[src/rtl/pci_arbiter.sv]
// Four-master PCI bus arbiter: round-robin grants, start timeout,
// early grant release during a transaction when others are waiting.
module pci_arbiter #(
  parameter int N_MASTERS     = 4,
  parameter int START_TIMEOUT = 16
) (
  input  logic                 clk,
  input  logic                 rst_n,
  input  logic [N_MASTERS-1:0] REQ_n,
  input  logic                 Frame,
  input  logic                 IRDY,
  output logic [N_MASTERS-1:0] GNT_n,
  output logic [1:0]           OWNER,
  output logic                 OWNER_VALID,
  output logic                 TIMEOUT_ERR,
  output logic [1:0]           ARB_STATE
);

  typedef enum logic [1:0] {
    IDLE  = 2'd0,
    GRANT = 2'd1,
    BUSY  = 2'd2,
    TURN  = 2'd3
  } state_t;

  localparam logic [3:0] TO_LAST = 4'(START_TIMEOUT - 1);

  state_t     state, state_d;
  logic [3:0] gnt_d;
  logic [1:0] owner_d;
  logic [1:0] last, last_d;
  logic [3:0] cnt, cnt_d;
  logic       err_d;

  logic [3:0] req;
  logic [3:0] others;
  logic       bus_idle;
  logic [1:0] win;
  logic [1:0] idx;
  logic       found;

  assign req      = ~REQ_n;
  assign bus_idle = Frame & IRDY;
  assign others   = req & ~(4'b0001 << OWNER);

  // Search starts just past the most recent grantee.
  always_comb begin
    win   = 2'd0;
    idx   = 2'd0;
    found = 1'b0;
    for (int k = 1; k <= 4; k++) begin
      idx = last + 2'(k);
      if (!found && req[idx]) begin
        win   = idx;
        found = 1'b1;
      end
    end
  end

  always_comb begin
    state_d = state;
    gnt_d   = GNT_n;
    owner_d = OWNER;
    last_d  = last;
    cnt_d   = cnt;
    err_d   = 1'b0;
    unique case (state)
      IDLE: begin
        gnt_d = 4'hF;
        if (found) begin
          state_d = GRANT;
          gnt_d   = ~(4'b0001 << win);
          owner_d = win;
          last_d  = win;
          cnt_d   = 4'd0;
        end
      end
      GRANT: begin
        if (!Frame) begin
          state_d = BUSY;
        end else if (!req[OWNER]) begin
          state_d = TURN;
          gnt_d   = 4'hF;
        end else if (cnt == TO_LAST) begin
          state_d = TURN;
          gnt_d   = 4'hF;
          err_d   = 1'b1;
        end else begin
          cnt_d = cnt + 4'd1;
        end
      end
      BUSY: begin
        if (bus_idle) begin
          state_d = TURN;
          gnt_d   = 4'hF;
        end else if (|others) begin
          gnt_d = 4'hF;
        end
      end
      TURN: begin
        state_d = IDLE;
        gnt_d   = 4'hF;
      end
      default: begin
        state_d = IDLE;
        gnt_d   = 4'hF;
      end
    endcase
  end

  always_ff @(posedge clk or negedge rst_n) begin
    if (!rst_n) begin
      state       <= IDLE;
      GNT_n       <= 4'hF;
      OWNER       <= 2'd0;
      last        <= 2'd3;
      cnt         <= 4'd0;
      TIMEOUT_ERR <= 1'b0;
    end else begin
      state       <= state_d;
      GNT_n       <= gnt_d;
      OWNER       <= owner_d;
      last        <= last_d;
      cnt         <= cnt_d;
      TIMEOUT_ERR <= err_d;
    end
  end

  assign OWNER_VALID = (state == GRANT) || (state == BUSY);
  assign ARB_STATE   = state;

endmodule

[config.mk]
export PLATFORM = sky130hd
export DESIGN_NAME = pci_arbiter
export DESIGN_NICKNAME = d
export VERILOG_FILES = /design/src/rtl/pci_arbiter.sv
export SDC_FILE = /design/constraint.sdc
export NUM_CORES = 1
export LEC_CHECK = 0
export BUFFER_PORTS_ARGS = -buffer_cell sky130_fd_sc_hd__buf_4
export CORE_ASPECT_RATIO = 0.8
export CORE_UTILIZATION = 55
export CTS_CLUSTER_SIZE = 16
export DETAILED_ROUTE_END_ITERATION = 16
export PLACE_DENSITY = 0.82
export REMOVE_ABC_BUFFERS = 1
export SETUP_SLACK_MARGIN = 0.4
export SYNTH_ARGS = -nofsm -noshare
export SYNTH_HDL_FRONTEND = slang
export SYNTH_SLANG_ARGS = --single-unit
[constraint.sdc]
create_clock -name clk -period 2.7 [get_ports clk]
set_input_delay 0.135 -clock clk [delete_from_list [all_inputs] [get_ports clk]]
set_output_delay 0.135 -clock clk [all_outputs]
set_load 0.05 [all_outputs]
==> results of run 1 <==
[area by class of cell]
class | count | area share
tap | 21 | 0.02384
inverter | 6 | 0.02043
timing repair buffer | 18 | 0.1249
multi-input combinational | 72 | 0.4597
sequential | 15 | 0.3473
clock buffer | 4 | 0.02384
[where the power goes]
group	switching [mW]	leakage [nW]	internal [mW]
registers	0.0970	0.177	0.327
clock network	0.0697	0.0150	0.0573
logic	0.513	0.278	0.315
[how the worst max path moves through the flow]
stage                                  start                  endpoint  slack [ps]  depth (start not counted)
floorplan               OWNER[0]$_DFFE_PN0P_  ARB_STATE[1]$_DFFE_PN0P_         510                          4
global placement        OWNER[0]$_DFFE_PN0P_        cnt[3]$_DFFE_PN0P_         770                          5
finish              ARB_STATE[1]$_DFFE_PN0P_        cnt[3]$_DFFE_PN0P_         630                          7
detailed placement      OWNER[0]$_DFFE_PN0P_        cnt[3]$_DFFE_PN0P_         660                          5
global route        ARB_STATE[1]$_DFFE_PN0P_        cnt[3]$_DFFE_PN0P_         450                          7
CTS                     OWNER[0]$_DFFE_PN0P_        cnt[3]$_DFFE_PN0P_         650                          5
[cells by family after synthesis]
logic type                 synth area share
and+or+nand+nor                      0.2309
AOI/OAI and AO/OA                    0.1544
DFF                                  0.4180
buffers and inverters               0.02868
muxes                               0.09015
adders and majority gates           0.06831
xor gates and xnor gates           0.009565
[state kept, by name, summed over array words and instances (netlist names)]
register     count
TIMEOUT_ERR      1
ARB_STATE        2
cnt              4
OWNER            2
last             2
GNT_n            4
[cell usage after synthesis, types with 2 or more instances]
cell type / count / area, um^2
or3_1: 2 / 12.51
ha_1: 5 / 62.56
nand2_1: 14 / 52.55
dfstp_2: 6 / 157.7
dfrtp_1: 9 / 225.2
a21oi_1: 5 / 25.02
nor2b_1: 2 / 12.51
nand4_1: 3 / 18.77
o21ai_0: 4 / 20.02
inv_1: 6 / 22.52
o21a_1: 3 / 22.52
o22ai_1: 2 / 12.51
mux2_2: 4 / 45.04
nand3b_1: 3 / 22.52
nor2_1: 5 / 18.77
nand3_1: 3 / 15.01
[layer usage]
layer  vias up  part of all wire  GRT usage
li1        380                 -          -
met1       402              0.46     0.3743
met2        36              0.47     0.4041
met3         2             0.061    0.07075
met4         0            0.0068    0.09028
met5         -                 0          0
[worst max-delay path, cell delays in order (launching register included)]
cell and delay [ps]:
dfrtp_1 460, inv_1 140, ha_1 310, nand2_1 190
nor3b_4 410, nand4_1 190, a21oi_1 180, o22ai_1 90
[what timing repair did]
item,in CTS,in global routing
endpoints found under the hold margin,15,0
buffers inserted,0,0
hold buffers,1,0
[cell usage in the layout, fill, tap and decap left out, drive strengths merged, types with 2 or more instances in the layout]
master	netlist	layout
nor3	2	2
o22ai	2	2
o21a	3	3
nand3b	3	3
dfstp	6	6
or3	2	2
nand2	14	14
buf	0	17
nand4	3	3
nor2	6	6
nand3	3	3
nor2b	2	2
mux2	5	5
inv	6	6
dfrtp	9	9
a21oi	5	5
o21ai	4	4
ha	5	5
clkbuf	1	4
==> results.txt, run 1 <==
* Storage element area: 382.9 um^2
* Count of nets after finishing: 129
- Setup violations remaining at the end of the flow were counted as 0.
- The run finished with clean final reports.
* Cell count of the worst reg-to-reg path: 7
- Post-placement cell count: 131
- Cts bufs inserted: 3
- In the final layout, the multi-input gates occupy 506.7 um^2.
- Final WL: 2.046 mm
- In the final routed layout, each cell accounts on average for 15.04 um.
* Sum of overflow across all layers after global routing: 0
* Diodes inserted: 0
* Crit path time final: 2072 ps
- Layout Utilization: 0.7492
- For flop-to-flop paths, the worst setup slack is 630 ps.
* Type of the worst min-delay path: in2async
* Ratio of routed vias to standard cells: 6.029
- Portion of the post-synthesis area used by sequential elements: 0.4180
* Final clock period utilization by the worst path: 0.7673
- The number of antenna violations at the first check in global routing is 0.
- The worst setup path is launched from a flip-flop.
* Max FO, Critical Path: 8
- In the routed design, unresolved DRC markers number 0.
- Worst setup timing slack at the placement stage: 660.9 ps
- Chip Height: 38.50 um
- The synthesized design contains 15 register bits.
- Io pins: 18
- Clock tree from TritonCTS: yes
- Data arrival, critical path: 2240 ps
* Max Freq: 482.7 MHz
- R2r endpoint: cnt[3]$_DFFE_PN0P_
- Global-route wire length before repair: 3.305 mm
- The startpoint identified for the worst register-to-register timing path is ARB_STATE[1]$_DFFE_PN0P_.
- The cell sitting at the root of the clock tree is a clkbuf_4.
- The number of gates resized after CTS was 0.
- Fin Hold WS: 228.6 ps
* Tot Pwr: 1.379 mW
- CTS built an H-tree with a depth of 1.
- Setup total negative slack: 0 ps
- The worst pin sits at a relative slew slack of 0.5804.
* Tightest Pin Transition: 629.4 ps
- Initial Utilization: 0.6224
* Detailed Route Iter0 Violations: 33
* TritonCTS sink count: 15
* Leakage Power: 0.4708 nW
- Die Outline Area: 0.001834 mm^2
- Fill cells in the final layout number 108.
* Worst clock skew: 9.291 ps
- Critical path endpoint category: flip-flop
* Global placement routability congestion: 0.8499
- Final cell area excluding filler cells: 0.001102 mm^2
- Entering global routing, the biggest net connects 16 pins.
- Avg Cell Area, Syn: 9.743 um^2
- Across every metal layer, demand over resource in global routing totals 0.2691.
- Once detailed placement completed, the half-perimeter wirelength came to 1.536 mm.
- Count of vias placed by the detailed router: 820
- Number of instances in the synthesized netlist: 94
- Count of max-cap constraint violations: 0
- Once layout is complete, the cells apart from fillers number 136.
* Prevailing post-synth register cell: dfrtp_1
- Areal power density over the cells: 1251 mW/mm^2
- Yosys mapped the design onto 34 distinct sky130hd cell types.
* Source-to-sink clock delay at the later pin of the worst-skew pair: 280 ps
* Horizontal die dimension: 47.63 um
- The count of buffers added on input and output ports is 17.
- Total iterations of the first detailed-routing run: 4
- Yosys mapped a number of flops with a built-in enable equal to 0.
- The number of max-slew violations in the final report is 0.
- Post-detailed-route count of antenna-violating nets: 0
- Fraction of synthesis flops using an asynchronous set or reset pin: 1.000
- Number of core rows: 12
* IR Drop Worst-Case VDD: 0.001128 V
* Area Growth Syn to Fin: 20.36%
- Maximum buffer depth of the clock tree: 2
- The placed instances occupy a cell area of 0.001066 mm^2.
- The number of global-route vias before repair is 709.
* Final worst setup slack: 628.2 ps
- In the final layout, the share of cells above drive strength 1 is 0.3130.
- The hold violation count in the final report was 0.
- Core region area: 0.001471 mm^2
- The critical path in this run is classified as reg2reg.
- After synthesis the cells add up to 915.9 um^2.
* RSZ-0062 raised after global routing: false
- Count of yosys warnings during synthesis: 0
- Data on the critical path is required at its endpoint by 2870 ps.
* Clock transition at the registers of the reported paths: 90 ps
(Power assumes the default switching activity.)
==> run 2: changes to the inputs <==
--- a/config.mk
+++ b/config.mk
@@ -5,12 +5,13 @@
 export SDC_FILE = /design/constraint.sdc
 export NUM_CORES = 1
 export LEC_CHECK = 0
+export ABC_AREA = 1
 export BUFFER_PORTS_ARGS = -buffer_cell sky130_fd_sc_hd__buf_4
 export CORE_ASPECT_RATIO = 0.8
 export CORE_UTILIZATION = 55
 export CTS_CLUSTER_SIZE = 16
 export DETAILED_ROUTE_END_ITERATION = 16
-export PLACE_DENSITY = 0.82
+export PLACE_DENSITY = 0.79
 export REMOVE_ABC_BUFFERS = 1
 export SETUP_SLACK_MARGIN = 0.4
 export SYNTH_ARGS = -nofsm -noshare
==> constraint.sdc (replaced) <==
create_clock -name clk -period 1.93 [get_ports clk]
set_input_delay 0.0965 -clock clk [delete_from_list [all_inputs] [get_ports clk]]
set_output_delay 0.0965 -clock clk [all_outputs]
set_load 0.05 [all_outputs]
==> results.txt, run 2 <==
- The number of top-level design ports was 18 (unchanged).
- Total iterations of the first detailed-routing run: 4 (unchanged)
- The placed wire-length estimate was 1.917 mm (+25%).
* Setup total negative slack: 0 ps (unchanged)
- Global-route wire length before repair: 4.022 mm (+22%)
- Leading cell type by number of instances after synthesis: nand2_1
- The portion of the clock cycle consumed by the worst path in the final layout was 0.8811 (+0.1137).
* Avg Cell Area, Syn: 7.376 um^2 (-24%)
- Rel. slew slack: 0.8493 (+0.2689)
- The total inserted antenna cells is 0 (unchanged).
- In the final layout, the registers with the most flip-flops are GNT_n x4, cnt x4.
- The worst setup path is of the reg2reg kind.
* Max Freq: 588.1 MHz (+22%)
- The number of antenna violations at the first check in global routing came to 0 (unchanged).
- Share of total power in combinational logic: 0.723 (+0.123)
* Core region area: 0.001962 mm^2 (+33%)
* Power share of the sequential group: 0.210 (-0.098)
- The run finished with clean final reports.
- Worst Hold Path Cells: 3
- The width of the die came to 54.11 um (+14%).
* Data required time of the worst path: 2140 ps (-730 ps)
- The number of core rows came to 14 (+2).
* Max FO, Critical Path: 7 (-1)
- STA classifies the critical path endpoint as a flip-flop.
* Power dissipated by switching net loads: 1.634 mW (+140%)
- Crit start category: flip-flop
* Post-detailed-route count of antenna-violating nets: 0 (unchanged)
- Number of synthesized register bits: 15 (unchanged)
- The clock period minus worst slack came to 1700 ps (-371.4 ps).
- Initial Utilization: 0.6091 (-0.01339)
- The final worst clock skew is 12.38 ps (+3.084 ps).
- The post-layout net count came to 202 (+57%).
* Chip Height: 43.69 um (+13%)
* Clock tree from TritonCTS: yes
- The number of cells on the worst reg-to-reg path came to 8 (+1).
* Share of final-layout standard cells stronger than drive strength 1: 0.4468 (+0.1338)
- The die footprint is 0.002364 mm^2 (+29%).
* Count of yosys warnings during synthesis: 0 (unchanged)
- The delay of the slowest cell on the worst path was 570 ps (+110 ps).
- The placer congestion estimate is 0.9741 (+15%).
* Count of vias placed by the detailed router: 1144 (+40%)
* Area leader, netlist: dfrtp_1
- The slowest stage of the critical path is the dfstp_2 cell.
* Area after DPL: 0.001336 mm^2 (+25%)
- Clock transition at the registers of the reported paths: 110 ps (+20 ps)
* Largest cells by area after synthesis: dfrtp_1 19%, nand2_1 17%, dfstp_2 13%
- Prevailing post-synth register cell: dfrtp_1
* Area Growth Syn to Fin: 30.26%
* Part of the power in the clock network: 0.067 (-0.025)
* Commonest cells after routing, fill and taps aside: 44 x nand2_1, 22 x buf_4, 13 x nand2_2, 13 x nor2_1, 10 x inv_1
* Library cells used by synthesis: 31 (-8.8%)
- The cell leakage power was 0.7638 nW (+62%).
- The total length of routed wires was 2.822 mm (+38%).
- The data arrival time of the worst path came to 1910 ps (-330 ps).
- Via count of the first global-routing pass: 915 (+29%)
- Final instance count without filler cells: 212 (+56%)
- Post-placement cell count: 201 (+53%)
- Setup repair after global routing could not meet its margin everywhere.
- Final-report hold violation count: 0 (unchanged)
- Detailed Route Iter0 Violations: 34 (+3.0%)
- Ratio of routed vias to standard cells: 5.396 (-11%)
- The post-synthesis cell area is 0.001195 mm^2 (+30%).
* Number of enable-type register cells in the synthesized netlist: 0 (unchanged)
* Areal power density over the cells: 1875 mW/mm^2 (+50%)
* Post-synth top area share: 0.1885 (-0.05742)
* Port Buffers: 17 (unchanged)
* Source-to-sink clock delay at the later pin of the worst-skew pair: 300 ps (+20 ps)
- Maximum number of pins on one net before global-route repair: 16 (unchanged)
- The worst-margin pin slew came to 223.7 ps (-405.7 ps).
- The maximum clock insertion buffer count is 2 (unchanged).
* H-Tree Depth: 1 (unchanged)
* Average detailed-routed wire length per instance: 13.31 um (-12%)
- The worst IR drop on VDD was 0.001248 V (+11%).
- Internal Power: 1.285 mW (+84%)
* Post-route DRC violation count: 0 (unchanged)
* Tot GR Track Use: 0.2448 (-0.02435)
- The number of setup violations in the final report came to 0 (unchanged).
* Switching part of the total power: 0.5598 (+0.06714)
- Fraction of synthesis flops using an asynchronous set or reset pin: 1.000 (unchanged)
* Series of cell instances along the critical path: buf_12 > nand2_2 > nand3_2 > nand2_4 > nor2_4 > a21oi_4 > buf_4 > o21ai_0
- Cts bufs inserted: 3 (unchanged)
- The global route total overflow came to 0 (unchanged).
- Number of instances in the synthesized netlist: 162 (+72%)
* CTS root buffer: clkbuf_4
- Final cell area excluding filler cells: 0.001556 mm^2 (+41%)
- The max-capacitance violation count came to 0 (unchanged).
- TritonCTS sink count: 15 (unchanged)
- Count of final max-slew check failures: 0 (unchanged)
* Type of the worst min-delay path: in2reg
* Portion of the post-synthesis area used by sequential elements: 0.3204 (-0.09761)
* Ranking of synthesized cells by instance count: 53 x nand2_1, 15 x nor2_1, 12 x inv_1, 11 x nand3_1, 9 x dfrtp_1
* Most common cell after layout, fill and taps aside: nand2_1
run 2: cell families (layout without fill, tap and decap cells):
kind of cell,count (synthesis),after routing,synth area share
buffers and inverters,18,44,0.07015
XOR/XNOR,1,1,0.007331
AO/OA/AOI/OAI,20,20,0.1047
adder cells (fa/ha/maj),5,5,0.05236
AND/OR/NAND/NOR,103,103,0.4450
flip-flops,15,15,0.3204
run 2: area by class of cell:
cell class	count	area [um^2]
Clock buffer	3	22.52
Clock inverter	1	5.005
Fill cell	120	405.4
Inverter	16	70.07
Multi-Input combinational cell	129	849.6
Sequential cell	15	384.1
Tap cell	24	30.03
Timing Repair Buffer	24	195.2
run 2: critical path, delay by kind of cell (launching register included):
| kind | cells | cell delay (ps) |
|---|---|---|
| buf+inv | 2 | 290 |
| simple gates | 4 | 440 |
| flops | 1 | 570 |
| compound gates | 2 | 300 |
run 2: path summary, 6_finish.rpt:
kind / start / endpoint / slack (ps)
worst min-delay path: Frame / TIMEOUT_ERR$_DFF_PN0_ / 90
worst max-delay path: last[0]$_DFFE_PN1P_ / OWNER[0]$_DFFE_PN0P_ / 230
worst max register to register: last[0]$_DFFE_PN1P_ / OWNER[0]$_DFFE_PN0P_ / 230
max in group asynchronous: rst_n / GNT_n[3]$_DFFE_PN1P_ / 1500
worst min register to register: GNT_n[2]$_DFFE_PN1P_ / GNT_n[2]$_DFFE_PN1P_ / 510
min in group asynchronous: rst_n / TIMEOUT_ERR$_DFF_PN0_ / 170
run 2: what timing repair did:
| action | in CTS | in global routing |
|---|---|---|
| pin swaps | 3 | 8 |
| buffers inserted | 1 | 5 |
| endpoints found under the setup margin | 14 | 14 |
| endpoints found under the hold margin | 15 | 0 |
| gates resized for setup | 7 | 30 |
| hold buffers | 1 | 0 |
run 2: through the flow:
| stage | worst slack, ps | hold slack (ps) | power (mW) | util |
|---|---|---|---|---|
| floorplan | 81.24 | -199.1 | 1.937 | - |
| global placement | 224.4 | -40.36 | 2.281 | 0.6811 |
| detailed placement | 196.4 | -34.43 | 2.312 | 0.6811 |
| CTS | 272.7 | 86.31 | 2.578 | 0.7168 |
| global route | 199.5 | 107.6 | 3.108 | 0.7934 |
| finish | 229.5 | 93.96 | 2.919 | 0.7934 |
run 2: power by group through the flow:
stage               Combinational [mW]  Sequential [mW]  Clock, mW
detailed placement                1.67            0.639          0
global placement                  1.66            0.626          0
CTS                               1.75            0.636      0.196
global route                      2.26            0.634      0.212
finish                            2.11            0.614      0.194
floorplan                         1.05            0.883          0
run 2: per-layer routing:
| metal | wire length, um | track usage |
|---|---|---|
| met1 | 1285 | 0.3428 |
| met2 | 1374 | 0.3704 |
| met3 | 162 | 0.06316 |
| met4 | 0 | 0.07179 |
| met5 | 0 | 0 |
